### config.mk
export PLATFORM = sky130hd
export DESIGN_NAME = airlock_sequencer
export DESIGN_NICKNAME = d
export VERILOG_FILES = /design/src/rtl/airlock_sequencer.sv
export SDC_FILE = /design/constraint.sdc
export NUM_CORES = 1
export LEC_CHECK = 0
export BUFFER_PORTS_ARGS = -buffer_cell sky130_fd_sc_hd__buf_2
export CORE_ASPECT_RATIO = 0.6
export CORE_UTILIZATION = 55
export DETAILED_ROUTE_END_ITERATION = 10
export PLACE_DENSITY = 0.72
export SKIP_CTS_REPAIR_TIMING = 1
export SYNTH_ARGS = -nofsm -noshare
export SYNTH_HDL_FRONTEND = slang
export SYNTH_SLANG_ARGS = --single-unit
### constraint.sdc
create_clock -name clk -period 2.6 [get_ports clk]
set_input_delay 0.13 -clock clk [delete_from_list [all_inputs] [get_ports clk]]
set_output_delay 0.13 -clock clk [all_outputs]
set_load 0.02 [all_outputs]
### src/rtl/airlock_sequencer.sv
// Airlock lock-cycle controller: round-robin arrive/leave arbitration, pressure
// matching, door dwells and pressure conversion driven by one-second countdowns.

module airlock_sequencer_checker #(
  parameter int TICK_DIV  = 50000000,
  parameter int FILL_SEC  = 7,
  parameter int DRAIN_SEC = 8,
  parameter int WAIT_SEC  = 5
) (
  input logic clk,
  input logic reset,
  input logic outer_door,
  input logic inner_door,
  input logic filling,
  input logic draining,
  input logic waiting,
  input logic pressurized
);

  // Checks parameter legality and the door/pressure safety invariants every cycle once out of reset.
  always @(posedge clk) begin
    assert (TICK_DIV >= 1) else $error("airlock: TICK_DIV must be >= 1");
    assert (FILL_SEC >= 1 && FILL_SEC <= 15) else $error("airlock: FILL_SEC out of range");
    assert (DRAIN_SEC >= 1 && DRAIN_SEC <= 15) else $error("airlock: DRAIN_SEC out of range");
    assert (WAIT_SEC >= 1 && WAIT_SEC <= 15) else $error("airlock: WAIT_SEC out of range");
    if (reset) begin
      assert (!(outer_door && inner_door)) else $error("airlock: both doors open");
      assert (!outer_door || pressurized) else $error("airlock: outer door open while depressurized");
      assert (!inner_door || !pressurized) else $error("airlock: inner door open while pressurized");
      assert (!((filling || draining) && (outer_door || inner_door)))
        else $error("airlock: pumping with a door open");
      assert ($countones({filling, draining, waiting}) <= 1)
        else $error("airlock: more than one of filling/draining/waiting");
    end
  end

endmodule

module airlock_sequencer #(
  parameter int TICK_DIV  = 50000000,
  parameter int FILL_SEC  = 7,
  parameter int DRAIN_SEC = 8,
  parameter int WAIT_SEC  = 5
) (
  input  logic       clk,
  input  logic       reset,
  input  logic       req_arrive,
  input  logic       req_leave,
  output logic       grant_arrive,
  output logic       grant_leave,
  output logic       outer_door,
  output logic       inner_door,
  output logic       filling,
  output logic       draining,
  output logic       waiting,
  output logic       pressurized,
  output logic [3:0] count_val,
  output logic       done
);

  typedef enum logic [2:0] {
    IDLE       = 3'd0,
    PREP       = 3'd1,
    OPEN_ENTRY = 3'd2,
    SEAL       = 3'd3,
    CONVERT    = 3'd4,
    OPEN_EXIT  = 3'd5,
    DONE       = 3'd6
  } state_t;

  localparam logic SIDE_ARRIVE = 1'b1;
  localparam logic SIDE_LEAVE  = 1'b0;

  localparam int          PW        = (TICK_DIV > 1) ? $clog2(TICK_DIV) : 1;
  localparam logic [PW-1:0] PRESC_MAX = PW'(TICK_DIV - 1);
  localparam logic [3:0]  FILL_N    = 4'(FILL_SEC);
  localparam logic [3:0]  DRAIN_N   = 4'(DRAIN_SEC);
  localparam logic [3:0]  WAIT_N    = 4'(WAIT_SEC);

  // Output vector order: {grant_arrive, grant_leave, outer, inner, filling, draining, waiting, done}.
  // An arrive cycle needs the chamber pressurized at entry and vented at exit; leave is the mirror.
  function automatic logic [7:0] decode_outputs(input state_t st, input logic side);
    logic [7:0] o;
    o = 8'd0;
    case (st)
      PREP:       o = {side, ~side, 1'b0, 1'b0, side, ~side, 1'b0, 1'b0};
      OPEN_ENTRY: o = {side, ~side, side, ~side, 1'b0, 1'b0, 1'b1, 1'b0};
      SEAL:       o = {side, ~side, 1'b0, 1'b0, 1'b0, 1'b0, 1'b0, 1'b0};
      CONVERT:    o = {side, ~side, 1'b0, 1'b0, ~side, side, 1'b0, 1'b0};
      OPEN_EXIT:  o = {side, ~side, ~side, side, 1'b0, 1'b0, 1'b1, 1'b0};
      DONE:       o = {1'b0, 1'b0, 1'b0, 1'b0, 1'b0, 1'b0, 1'b0, 1'b1};
      default:    o = 8'd0;
    endcase
    return o;
  endfunction

  state_t        state_r, state_s;
  logic          side_r, side_s;
  logic          last_r, last_s;
  logic          press_r, press_s;
  logic [3:0]    count_r, count_s;
  logic [PW-1:0] presc_r, presc_s;
  logic [7:0]    out_r, out_s;
  logic          tick_s, timed_s, phase_end_s, pick_s;

  // Next-state, countdown and arbitration logic.
  always_comb begin
    state_s     = state_r;
    side_s      = side_r;
    last_s      = last_r;
    press_s     = press_r;
    count_s     = count_r;
    presc_s     = presc_r;
    pick_s      = SIDE_ARRIVE;
    tick_s      = (presc_r == PRESC_MAX);
    timed_s     = state_r inside {PREP, OPEN_ENTRY, CONVERT, OPEN_EXIT};
    phase_end_s = tick_s && (count_r == 4'd1);

    if (timed_s) begin
      if (tick_s) begin
        presc_s = '0;
        count_s = count_r - 4'd1;
      end else begin
        presc_s = presc_r + PW'(1);
      end
    end else begin
      presc_s = '0;
      count_s = 4'd0;
    end

    case (state_r)
      IDLE: begin
        if (req_arrive || req_leave) begin
          // A tie goes to whichever side was not served last.
          pick_s = (req_arrive && req_leave) ? ~last_r : req_arrive;
          side_s = pick_s;
          if (press_r != pick_s) begin
            state_s = PREP;
            count_s = pick_s ? FILL_N : DRAIN_N;
          end else begin
            state_s = OPEN_ENTRY;
            count_s = WAIT_N;
          end
        end else begin
          state_s = IDLE;
        end
      end
      PREP: begin
        if (phase_end_s) begin
          press_s = ~press_r;
          state_s = OPEN_ENTRY;
          count_s = WAIT_N;
        end else begin
          state_s = PREP;
        end
      end
      OPEN_ENTRY: begin
        if (phase_end_s) begin
          state_s = SEAL;
          count_s = 4'd0;
        end else begin
          state_s = OPEN_ENTRY;
        end
      end
      SEAL: begin
        // The chamber matches the entry side here, so conversion always moves it to the other side.
        state_s = CONVERT;
        count_s = side_r ? DRAIN_N : FILL_N;
      end
      CONVERT: begin
        if (phase_end_s) begin
          press_s = ~press_r;
          state_s = OPEN_EXIT;
          count_s = WAIT_N;
        end else begin
          state_s = CONVERT;
        end
      end
      OPEN_EXIT: begin
        if (phase_end_s) begin
          state_s = DONE;
          count_s = 4'd0;
        end else begin
          state_s = OPEN_EXIT;
        end
      end
      DONE: begin
        last_s  = side_r;
        state_s = IDLE;
      end
      default: begin
        state_s = IDLE;
        count_s = 4'd0;
        presc_s = '0;
      end
    endcase
  end

  // Outputs are decoded from the next state so the registered copy tracks the current state.
  always_comb begin
    out_s = decode_outputs(state_s, side_s);
  end

  // State, timer and output registers with synchronous active-low reset.
  always_ff @(posedge clk) begin
    if (!reset) begin
      state_r <= IDLE;
      side_r  <= SIDE_LEAVE;
      last_r  <= SIDE_LEAVE;
      press_r <= 1'b0;
      count_r <= 4'd0;
      presc_r <= '0;
      out_r   <= 8'd0;
    end else begin
      state_r <= state_s;
      side_r  <= side_s;
      last_r  <= last_s;
      press_r <= press_s;
      count_r <= count_s;
      presc_r <= presc_s;
      out_r   <= out_s;
    end
  end

  assign {grant_arrive, grant_leave, outer_door, inner_door,
          filling, draining, waiting, done} = out_r;
  assign pressurized = press_r;
  assign count_val   = count_r;

  airlock_sequencer_checker #(
    .TICK_DIV (TICK_DIV),
    .FILL_SEC (FILL_SEC),
    .DRAIN_SEC(DRAIN_SEC),
    .WAIT_SEC (WAIT_SEC)
  ) u_checker (
    .clk        (clk),
    .reset      (reset),
    .outer_door (outer_door),
    .inner_door (inner_door),
    .filling    (filling),
    .draining   (draining),
    .waiting    (waiting),
    .pressurized(pressurized)
  );

endmodule

After elaboration in Yosys (flattened, before gate mapping)
Cells that the tools add are included.
{ "op_classes": {"add_sub_neg": 2, "n_eq_ne": 15, "n_mux": 20, "bitwise_logic": 6, "reduce_logical": 10} }
{ "op_table": {"columns": ["operator", "n"], "rows": [
  ["$pmux W8 S6", 1],
  ["$mux W4", 8],
  ["$add A26 B1 Y26 const B", 1],
  ["$eq A26 B26 Y1 const B", 1],
  ["$pmux W4 S5", 1],
  ["$eq A3 B3 Y1 const B", 6],
  ["$pmux W3 S6", 1],
  ["$eq A3 B2 Y1 const B", 4],
  ["$reduce_or A7 Y1", 1],
  ["$eq A3 B1 Y1 const B", 2],
  ["$mux W2", 3],
  ["$not A1 Y1", 6],
  ["$mux W1", 5],
  ["$eq A4 B1 Y1 const B", 1],
  ["$reduce_bool A4 Y1", 1],
  ["$reduce_or A2 Y1", 2],
  ["$reduce_or A4 Y1", 1],
  ["$sub A4 B1 Y4 const B", 1],
  ["$logic_not A3 Y1", 1],
  ["$mux W3", 1],
  ["$logic_and A1 B1 Y1", 2],
  ["$reduce_and A2 Y1", 1],
  ["$logic_or A1 B1 Y1", 1],
  ["$ne A1 B1 Y1", 1]
]} }
{ "word_totals": {"reg_bits": 44, "output_inout_bits": 13, "elab_cells": 60} }

Depth between registers and ports, before layout
Gate-level depths: netlist of run 1.
{ "depth": {"word_depth": 8, "mapped_depth": 9} }

Worst setup path before layout of run 1
OpenSTA, ideal clock, no wires.
{ "synth_timing": {"kind": "flip-flop to flip-flop", "startpoint": "register count_r[0], in the netlist count_val[0]", "endpoint": "register state_r[0]", "t_arrival_ns": 1.772, "t_required_ns": 2.480, "path_slack_ns": 0.708, "path_stages_with_launch": 7, "path_buffers": 1, "synth_period_minus_slack_ns": 1.892, "path_cell_list": "dfxtp_1 ha_1 or3b_2 clkbuf_1 nor3_2 nor3b_1 o31a_1"} }
{ "synth_between": {"elab_chain_len": 4} }
{ "synth_lines": {"columns": ["element", "line", "rtl"], "rows": [
  ["start: declaration", "101", "logic [3:0] count_r, count_s;"],
  ["start signal: assignment", "219", "count_r <= count_s;"],
  ["$eq A4 B1 Y1 *", "117", "phase_end_s = tick_s && (count_r == 4'd1);"],
  ["$logic_and A1 B1 Y1 *", "117", null],
  ["$mux W2 or $mux W1 (tied branches)", null, null],
  ["$pmux W3 S6 *", "131", "case (state_r)"],
  ["end signal: assignment", "215", "state_r <= state_s;"],
  ["end: declaration", "97", "state_t state_r, state_s;"]
]} }
Mark *: on every way between the ends. The rest lies on a longest branch, timed or not.
A chain may end at the register's enable or synchronous reset.

Worst setup path in the final report of run 1
{ "layout_timing": {"startpoint": "register presc_r[0]", "endpoint": "register out_r[5]"} }
{ "layout_between": {"elab_chain_len": 6} }
{ "layout_lines": {"columns": ["element", "line", "rtl"], "rows": [
  ["start: declaration", "102", "logic [PW-1:0] presc_r, presc_s;"],
  ["start signal: assignment", "220", "presc_r <= presc_s;"],
  ["$eq A26 B26 Y1 *", "115", "tick_s = (presc_r == PRESC_MAX);"],
  ["$logic_and A1 B1 Y1 *", "117", null],
  ["$mux W2 or $mux W1 (tied branches)", null, null],
  ["$pmux W3 S6 *", "131", null],
  ["$eq A3 B3 Y1, or another cell as far along", "85", "case (st)"],
  ["$pmux W8 S6 *", "85", null],
  ["end signal: assignment", "221", "out_r <= out_s;"],
  ["end: declaration", "103", "logic [7:0] out_r, out_s;"]
]} }
Marks and branches as above.

==> results of run 1 <==
-- metrics by stage --
stage          worst slack, ps  hold slack [ps]
2_1_floorplan            708.5            430.0
3_3_place_gp             649.0            446.1
3_5_place_dp             646.6            449.1
4_1_cts                  618.0            158.8
5_1_grt                  368.6            163.2
6_report                 589.3            174.8
-- area by class of cell --
cell class	instances	area, um2
clock buffer	7	86.33
clock inverter	1	7.507
fill	366	1535
inverter	9	33.78
multi-input combinational	223	1430
sequential	44	880.8
tap	60	75.07
timing repair buffer	21	117.6
-- flip-flops by register name, summed over array words and instances, names as in the netlist --
name         cells
state_r          3
last_r           1
side_r           1
pressurized      1
presc_r         26
count_val        4
out_r            8
-- cells by family (layout without fill, tap and decap cells) --
| kind of cell | after synthesis | in the layout | synth area share (%) |
|---|---|---|---|
| XOR/XNOR | 25 | 25 | 9.039 |
| adder cells (fa/ha/maj) | 6 | 6 | 3.099 |
| flip-flops | 44 | 44 | 36.36 |
| AND/OR/NAND/NOR | 147 | 147 | 33.73 |
| buffers and inverters | 24 | 38 | 4.597 |
| AO/OA/AOI/OAI | 45 | 45 | 13.17 |
-- report_power, final --
part	internal [mW]	switching, mW	leakage [nW]
clock network	0.216	0.231	0.0445
logic	0.107	0.185	0.494
registers	0.705	0.0267	0.357
total	1.03	0.442	0.896
-- routing by layer --
layer	global-route usage, %	vias to the layer above	part of all wire (%)
met2	30.60	85	36
met3	4.992	5	7.5
met1	41.43	981	56
met4	7.650	0	0.66
met5	0	-	0
li1	-	1064	-
-- cell usage after synthesis, types with 3 or more instances --
master    instances
inv_1             9
dfxtp_1          44
clkbuf_1          5
nor2_1           45
a21oi_1           8
nor3_1            7
xor2_1           11
and3_1            5
buf_2             5
nand2_1          18
xnor2_1          14
nand4_1          11
nor4_1           11
o21ai_0           9
a211oi_1          3
nand2b_1          3
and4_1            5
ha_1              6
nand3_1          17
-- critical path, cell delays in order, from the launching register on --
cell and delay [ps]:
dfxtp_1 380, ha_1 190, and3_1 290, nand4_1 290, nor4_1 350, o21ai_1 140, a211oi_1 290
-- cell usage in the layout (no fill, tap or decap), types with 3 or more instances in the layout --
| master | instances |
|---|---|
| nand2_1 | 18 |
| buf_4 | 5 |
| nor3_1 | 7 |
| nand4_1 | 11 |
| a211oi_1 | 3 |
| and4_1 | 5 |
| ha_1 | 6 |
| nand2b_1 | 3 |
| nor2_1 | 45 |
| nand3_1 | 17 |
| clkbuf_8 | 6 |
| and3_1 | 5 |
| nor4_1 | 11 |
| xor2_1 | 11 |
| dfxtp_1 | 44 |
| o21ai_0 | 9 |
| xnor2_1 | 14 |
| a21oi_1 | 8 |
| inv_1 | 9 |
| buf_2 | 16 |
-- worst paths after layout --
check                         from                   to  slack (ps)  cells past startpoint
max          presc_r[0]$_SDFF_PP0_  out_r[5]$_SDFF_PN0_         590                      6
min                          reset  out_r[1]$_SDFF_PN0_         170                      2
max reg2reg  presc_r[0]$_SDFF_PP0_  out_r[5]$_SDFF_PN0_         590                      6
min reg2reg    last_r$_SDFFE_PN0N_  last_r$_SDFFE_PN0N_         470                      2
==> impl_metrics.ini, run 1 <==
[yosys]
synth-seq-cells = 44
synth_edf_count = 0
yosysWarnings = 0
seq_area_frac_synth_pct = 36.36
synth.area.top_cells = dfxtp_1 36%, nor2_1 7.0%, xnor2_1 5.1%
synth.avg_cell_area_um2 = 8.324
synth_top_area_share_pct = 36.36
syn_area_mm2 = 0.002422
synth_cells = 291
syn_nets = 301
ys.flop_type = dfxtp_1
synth-async-reset-ratio_pct = 0
synth_area_leader_cell = dfxtp_1
ys_types = 58

[place]
io_buffers = 16
place_area_mm2 = 0.002537
gp_congestion = 0.8527
hpwlAfterDp_um = 3976
post-place-cells = 357

[floorplan]
core_mm2 = 0.004167
rows = 18
fp.dieH_um = 53.41
initial_core_util_pct = 58.14
die-area_mm2 = 0.004682
die-width_um = 87.68
pin_count = 17

[detailed_routing]
drcViolationCount = 0
dr.pass1.iters = 5
wl_um = 5441
drt_iter0_markers = 171
routed_via_density = 5.849
vias = 2135
ant_nets = 0
wl_per_cell_um = 14.91

[critical_path]
crit_fanout = 7
worstPathArrival_ps = 2210
start_kind = flop
timing_worst_setup_path_type = reg2reg
crit_required_ps = 2800
cp-end-kind = flop

[timing]
setup-violations-final = 0
worstMarginPinSlew_ps = 613.0
period_minus_slack_ps = 2011
fmax_mhz = 497.3
relSlewSlack_pct = 58.82
tns_ps = 0
finalCritPeriodShare_pct = 77.33
skew_ps = 5.836
slew_viol_final = 0
rsz0062_at_grt = false
report.final.hold_viol_count = 0

[power_and_ir_drop]
powerDensity_mw_per_mm2 = 558.9
fin_total_pwr_mw = 1.471
peakVddDrop_v = 0.0003041
p_leak_nw = 0.8962

[final_layout]
syn_to_final_growth_pct = 8.626
final_util_pct = 63.15
stdcell_count = 365
diodes = 0
drive_gt1_share_pct = 14.75
fin_area_mm2 = 0.002631
nets = 314

[cts]
cts_tree = yes
clk_path_buf_depth = 2
path_clk_slew_ps = 80
numClockSinks = 44
cts_buffers = 5
clock_latency_ps = 300
h-tree-depth = 2
clockRootBuffer = clkbuf_8

[status]
status = complete, no violations

[grt]
track_usage_pct = 25.22
grt_antenna_before_repair = 0
overflow = 0
grt_max_degree = 27
grt_pass1_wl_um = 8659
grt_pass1_vias = 1696

[min_path]
hold_class = in2reg

[run]
cap_violations = 0
(Power assumes the default switching activity.)
==> run 2, diff against run 1 <==
==> constraint.sdc (replaced) <==
create_clock -name clk -period 1.95 [get_ports clk]
set_input_delay 0.0975 -clock clk [delete_from_list [all_inputs] [get_ports clk]]
set_output_delay 0.0975 -clock clk [all_outputs]
set_load 0.02 [all_outputs]
==> run 2 against run 1 <==
Net effect: final cell count increased by 7.1%; sequential cell count stayed put; sequential power rose by 32%; count of clock-buffer cells in the layout decreased by 2; critical path type unchanged; clock skew fell by 0.87 ps; register-to-register slack worse by 540 ps; global-route usage grew 1.2 points; die area unchanged; utilization is 6.7 points higher; non-clock buffer count grew 26; routed wire length grew 8.3%; via count increased by 6.5%.
==> impl_metrics.ini, run 2 (same netlist as run 1, synthesis figures left out) <==
[cts]
clk_path_buf_depth = 2
cts_buffers = 5
path_clk_slew_ps = 90
h-tree-depth = 2
clockRootBuffer = clkbuf_8
cts_tree = yes
clock_latency_ps = 310
numClockSinks = 44

[floorplan]
pin_count = 17
die-area_mm2 = 0.004682
initial_core_util_pct = 58.14
core_mm2 = 0.004167
die-width_um = 87.68
fp.dieH_um = 53.41
rows = 18

[timing]
holdWs_ps = 121.5
period_minus_slack_ps = 1904
setup-violations-final = 0
slew_viol_final = 0
worstMarginPinSlew_ps = 386.0
skew_ps = 4.969
fmax_mhz = 525.1
finalCritPeriodShare_pct = 97.66
tns_ps = 0
report.final.hold_viol_count = 0
relSlewSlack_pct = 74.00

[detailed_routing]
dr.pass1.iters = 5
wl_um = 5894
drt_iter0_markers = 189
vias = 2273
routed_via_density = 5.813
drcViolationCount = 0
ant_nets = 0
wl_per_cell_um = 15.07

[power_and_ir_drop]
powerDensity_mw_per_mm2 = 732.9
peakVddDrop_v = 0.0004555
fin_total_pwr_mw = 2.133
p_leak_nw = 1.051

[grt]
grt_antenna_before_repair = 0
grt_pass1_wl_um = 9045
grt_pass1_vias = 1781
grt_max_degree = 27
overflow = 0
track_usage_pct = 26.38

[critical_path]
cp-startpoint = count_val[1]$_SDFF_PN0_
cp.buffers_inverters = 1
slowest_stage = dfxtp_1
rr_startpoint = count_val[1]$_SDFF_PN0_
cp_cell_sequence = inv_1 > ha_2 > nor4bb_4 > and4_4 > a21boi_0 > o21ai_1 > a211oi_1
critPathMaxStageDelay_ps = 330
timing_worst_setup_path_type = reg2reg
crit_fanout = 7
cp-end-kind = flop
path_delay_family = simple AND/OR/NAND/NOR gates
worstPathArrival_ps = 2090
crit_required_ps = 2130
start_kind = flop

[place]
hpwlAfterDp_um = 4241
io_buffers = 16
gp_congestion = 0.9032
post-place-cells = 381

[final_layout]
final_common_cell = nor2_1
stdcell_count = 391
drive_gt1_share_pct = 23.56
diodes = 0
nets = 340
final_util_pct = 69.85
syn_to_final_growth_pct = 20.14
layout_common_cells = 45 x nor2_1, 44 x dfxtp_1, 30 x buf_4
largest_reg_flops = 26
largest-register = presc_r

[min_path]
hold_class = in2reg
min_from = reset

[status]
status = complete, no violations

[run]
cap_violations = 0
==> run 2: final timing paths <==
check | end | slack [ps] | depth (start not counted)
setup / recovery | out_r[4]$_SDFF_PN0_ | 50 | 7
hold / removal | out_r[1]$_SDFF_PN0_ | 120 | 2
setup reg to reg | out_r[4]$_SDFF_PN0_ | 50 | 7
hold reg to reg | last_r$_SDFFE_PN0N_ | 480 | 2
==> run 2: power by group <==
part           switching (mW)  internal, mW
combinational           0.275         0.179
sequential             0.0290         0.940
clock                   0.330         0.379
==> run 2: cell type report <==
| cell class | count | area (um2) |
|---|---|---|
| clock inverters | 3 | 42.54 |
| inverters | 9 | 33.78 |
| well taps | 60 | 75.07 |
| fillers | 330 | 1256 |
| flip-flops and latches | 44 | 880.8 |
| multi-input cells | 223 | 1484 |
| clock buffers | 5 | 68.82 |
| repair buffers | 47 | 325.3 |
==> run 2: routing by layer <==
metal / track usage [%] / vias to the layer above / share of wire (%)
li1: - / 1117 / -
met1: 43.18 / 1033 / 52
met2: 30.47 / 115 / 37
met3: 7.176 / 8 / 10
met4: 8.197 / 0 / 1.1
met5: 0 / - / 0
==> run 2: worst reg2reg max path: cells and delay by family (launching register included) <==
| family | cells | cell delay, ps |
|---|---|---|
| buffers and inverters | 1 | 110 |
| AOI/OAI and AO/OA | 3 | 540 |
| adders and majority gates | 1 | 210 |
| DFF | 1 | 330 |
| and+or+nand+nor | 2 | 580 |
==> run 2: per-stage QoR <==
stage / instance area, um2 / setup slack [ps]
2_1_floorplan: 2422 / 58.47
3_3_place_gp: 2730 / 85.00
3_5_place_dp: 2730 / -9.352
4_1_cts: 2841 / -31.35
5_1_grt: 2910 / -13.89
6_report: 2910 / 45.54
